**config.mk**
```make
export PLATFORM = sky130hd
export DESIGN_NAME = ex_wb_buffer
export DESIGN_NICKNAME = d
export VERILOG_FILES = /design/src/rtl/ex_wb_buffer.sv
export SDC_FILE = /design/constraint.sdc
export NUM_CORES = 1
export LEC_CHECK = 0
export ABC_AREA = 1
export CAP_MARGIN = 20
export CORE_MARGIN = 5
export CORE_UTILIZATION = 48
export CTS_CLUSTER_SIZE = 16
export DETAILED_ROUTE_END_ITERATION = 12
export PLACE_DENSITY = 0.86
export SYNTH_ARGS = -nofsm -noshare
export SYNTH_HDL_FRONTEND = slang
export SYNTH_SLANG_ARGS = --single-unit
export TNS_END_PERCENT = 100
```
**constraint.sdc**
```tcl
create_clock -name clk -period 5.1 [get_ports clk]
set_input_delay 1.275 -clock clk [delete_from_list [all_inputs] [get_ports clk]]
set_output_delay 1.275 -clock clk [all_outputs]
set_load 0.02 [all_outputs]
```
**src/rtl/ex_wb_buffer.sv**
```systemverilog
// Two-entry execute-to-writeback result buffer with register-file write port.
// Define EX_WB_FWD_EN to compile in the decode-stage forwarding lookup.
module ex_wb_buffer #(
  parameter int DATA_W = 32
) (
  input  logic              clk,
  input  logic              rst,
  input  logic              ex_valid_i,
  output logic              ex_ready_o,
  input  logic [4:0]        wd_i,
  input  logic              wreg_i,
  input  logic [DATA_W-1:0] wdata_i,
  input  logic              flush_i,
  output logic              wb_we_o,
  output logic [4:0]        wb_waddr_o,
  output logic [DATA_W-1:0] wb_wdata_o,
  input  logic              wb_ready_i,
  input  logic [4:0]        raddr_i,
  output logic              fwd_valid_o,
  output logic [DATA_W-1:0] fwd_data_o,
  output logic [1:0]        count_o
);

  logic [4:0]        mem_addr [2];
  logic [DATA_W-1:0] mem_data [2];
  logic              wr_ptr;
  logic              rd_ptr;
  logic [1:0]        count;

  logic transfer;
  logic store;
  logic pop;

  assign ex_ready_o = (count < 2'd2);
  assign transfer   = ex_valid_i & ex_ready_o;
  // Transfers without a real destination are accepted but never reach the register file.
  assign store      = transfer & wreg_i & (wd_i != 5'd0);
  assign wb_we_o    = (count != 2'd0);
  assign pop        = wb_we_o & wb_ready_i;

  assign wb_waddr_o = wb_we_o ? mem_addr[rd_ptr] : 5'd0;
  assign wb_wdata_o = wb_we_o ? mem_data[rd_ptr] : '0;
  assign count_o    = count;

  // Control state: pointers and occupancy; flush overrides store and pop.
  always_ff @(posedge clk or negedge rst) begin
    if (!rst) begin
      wr_ptr <= 1'b0;
      rd_ptr <= 1'b0;
      count  <= 2'd0;
    end else if (flush_i) begin
      wr_ptr <= 1'b0;
      rd_ptr <= 1'b0;
      count  <= 2'd0;
    end else begin
      if (store) wr_ptr <= ~wr_ptr;
      if (pop)   rd_ptr <= ~rd_ptr;
      case ({store, pop})
        2'b10:   count <= count + 2'd1;
        2'b01:   count <= count - 2'd1;
        default: count <= count;
      endcase
    end
  end

  // Entry storage carries no reset; occupancy alone decides what is visible.
  always_ff @(posedge clk) begin
    if (store) begin
      mem_addr[wr_ptr] <= wd_i;
      mem_data[wr_ptr] <= wdata_i;
    end
  end

`ifdef EX_WB_FWD_EN
  logic young;
  assign young = ~wr_ptr;

  always_comb begin
    fwd_valid_o = 1'b0;
    fwd_data_o  = '0;
    if (raddr_i != 5'd0) begin
      if ((count != 2'd0) && (mem_addr[young] == raddr_i)) begin
        fwd_valid_o = 1'b1;
        fwd_data_o  = mem_data[young];
      end else if ((count == 2'd2) && (mem_addr[rd_ptr] == raddr_i)) begin
        fwd_valid_o = 1'b1;
        fwd_data_o  = mem_data[rd_ptr];
      end
    end
  end
`else
  logic unused_raddr;
  assign unused_raddr = ^raddr_i;
  assign fwd_valid_o  = 1'b0;
  assign fwd_data_o   = '0;
`endif

endmodule

```
==> flow_summary.yaml <==
floorplanning:
  start_util_pct: 49.00
  die_h_microns: 93.05
  die_w_microns: 93.05
  row_count: 30
  ioPinCount: 122
  die_area_sq_um: 8658
  coreArea_sq_um: 6756
sta:
  fmax_mhz: 264.3
  fin_ws_ns: 1.316
  relSlewSlack_pct: 29.19
  rsz0062_at_grt: "no"
  period_minus_slack_ns: 3.784
  skew_ns: 0.008340
  finalHoldViolations: 0
  finalSetupViolCount: 0
  period_share_pct: 74.19
  tns_ns: 0
  hold_ws_ns: 0.6402
  slew_viol_final: 0
  worstMarginPinSlew_ns: 1.060
cells_and_area:
  antenna_cells: 0
  stdcell_count: 443
  synthToLayoutAreaGrowth_pct: 30.39
  fillCellCount: 519
  finalNetCount: 406
  drive_above_1_share_pct: 9.642
critical_path:
  critPathLaunchType: "flop"
  worstPathRequired_ns: 3.83
  cp-end-kind: "output port"
  arrival_ns: 2.51
  path_class: "reg2out"
  path_max_fanout: 39
logic_synthesis:
  yosysTopAreaCell: "edfxtp_1"
  synth_top_area_share_pct: 67.12
  ys_seq_area_share_pct: 70.14
  syn_area_sq_um: 3311
  synth_seq_cells: 78
  syn_avg_cell_area_sq_um: 12.04
  synth_cell_types: 21
  yosysWarnings: 0
  netlist_top_cells_area: "edfxtp_1 (67%), nand2_1 (9.2%), buf_4 (7.5%), a21oi_1 (5.9%), dfrtp_1 (3.0%)"
  syn_inst: 275
route:
  wl_microns: 6352
  viasPerCell: 4.767
  via_count: 2112
  firstDrtPassIters: 4
  drc: 0
  drt_iter0_markers: 69
  ant_nets: 0
  wl_per_cell_microns: 14.34
clocking:
  clk_pin_slew_ns: 0.08
  cts_buffers: 9
  h-tree-depth: 3
  clock_latency_ns: 0.34
  cts_sinks: 78
  cts_tree: "done"
  clockRootBuffer: "clkbuf_8"
  cts_buffer_depth: 2
  cts_resized: 0
  post_cts_buffers: 0
  postCtsHoldBufs: 0
global_routing:
  grt_pass1_vias: 2116
  grt_usage_pct: 14.88
  antenna_found_initial: 0
  overflow: 0
  grt_max_degree: 40
  grt_first_pass_wirelength_microns: 9949
power_and_ir_drop:
  switchingPower_mw: 0.4333
  p_seq_share_pct: 48.5
  pwr-share-comb_pct: 21.5
  leakage_nw: 1.608
  swShare_pct: 28.38
  power_density_nw_per_um2: 353.6
  peakVddDrop_uv: 212.4
  p_clk_share_pct: 30.0
  internal-power_mw: 1.093
place:
  place.port_buffers: 83
  place_hpwl_microns: 4116
  dpl.cell_count: 426
  gp_congestion: 0.8114
  preCtsSetupSlack_ns: 1.652
run:
  maxCapViolCount: 0
run_status:
  outcome: "completed"
min_path:
  hold_class: "reg2reg"
worst paths after layout:
check                                 from  cells after the start               to  slack (ns)
min in group asynchronous              rst                      1       count_o[0]        1.15
worst max register to register  count_o[1]                      5  mem_data[0][11]        2.98
worst min register to register  count_o[0]                      2       count_o[0]        0.64
worst min-delay path            count_o[0]                      2       count_o[0]        0.64
max in group asynchronous              rst                      1           rd_ptr        3.78
worst max-delay path                rd_ptr                      5   wb_wdata_o[15]        1.32
critical path, cell delays in order (launching register included):
cell and delay (ns):
dfrtp_1 0.36, buf_4 0.26, inv_2 0.55, nand2_1 0.11, a21oi_1 0.22, clkdlybuf4s50_1 0.66
cell families after synthesis:
family,synth area share (%)
buffers and inverters,10.47
AOI/OAI and AO/OA,6.311
other,0.1133
DFF,70.14
and+or+nand+nor,12.96
registers in the layout, summed over array words and instances, names as in the netlist:
signal	flops
mem_data	64
mem_addr	10
count_o	2
rd_ptr	1
wr_ptr	1
metal layers:
metal,vias up,share of wire (%),global-route usage (%)
li1,1033,-,-
met3,2,8.5,4.907
met4,0,0.33,5.617
met5,-,0,0
met2,91,53,27.35
met1,986,38,15.69
cells in the mapped netlist:
master,n
conb_1,1
inv_2,5
o21ai_0,1
buf_2,10
nor3_1,1
edfxtp_1,74
nand3_2,1
nand3_1,3
nor2_2,1
nand3_4,1
nand2_1,81
nor2_4,1
clkbuf_1,2
a21oi_1,39
nor2_1,5
buf_4,33
inv_1,6
nand2_2,3
a21oi_2,1
nand2_4,2
dfrtp_1,4
layout make-up:
cell class / count / area (sq um) / share of cell area (%)
Inverter: 11 / 41.29 / 0.9565
Clock inverter: 7 / 81.33 / 1.884
Tap cell: 80 / 100.1 / 2.319
Timing Repair Buffer: 85 / 865.8 / 20.06
Sequential cell: 78 / 2322 / 53.80
Clock buffer: 9 / 123.9 / 2.870
Multi-Input combinational cell: 173 / 782.0 / 18.12
layout by cell type, fill, tap and decap left out, types with 3 or more instances in the layout:
master	count
nor2_4	4
clkinv_4	3
nand2_2	3
conb_1	33
clkdlybuf4s50_1	83
clkbuf_8	9
edfxtp_1	74
nand2_1	81
inv_1	6
nor2_1	3
a21oi_1	39
inv_2	5
dfrtp_1	4
nand3_1	3
power by group through the flow:
stage                     Clock (mW)  Combinational, mW  Sequential [mW]
after global routing           0.506              0.356            0.743
after CTS                      0.474              0.332            0.741
after detailed placement           0              0.330            0.755
final                          0.458              0.328            0.740
after global placement             0              0.325            0.754
after floorplan                    0              0.200            0.756
per-stage QoR:
step	power, mW	util, %	cell area (sq um)
3_3_place_gp	1.079	60.44	4084
2_1_floorplan	0.9556	-	3431
6_report	1.527	63.89	4317
4_1_cts	1.547	63.48	4289
3_5_place_dp	1.085	60.44	4084
5_1_grt	1.605	63.89	4317
Power figures use the tool's default switching activity.
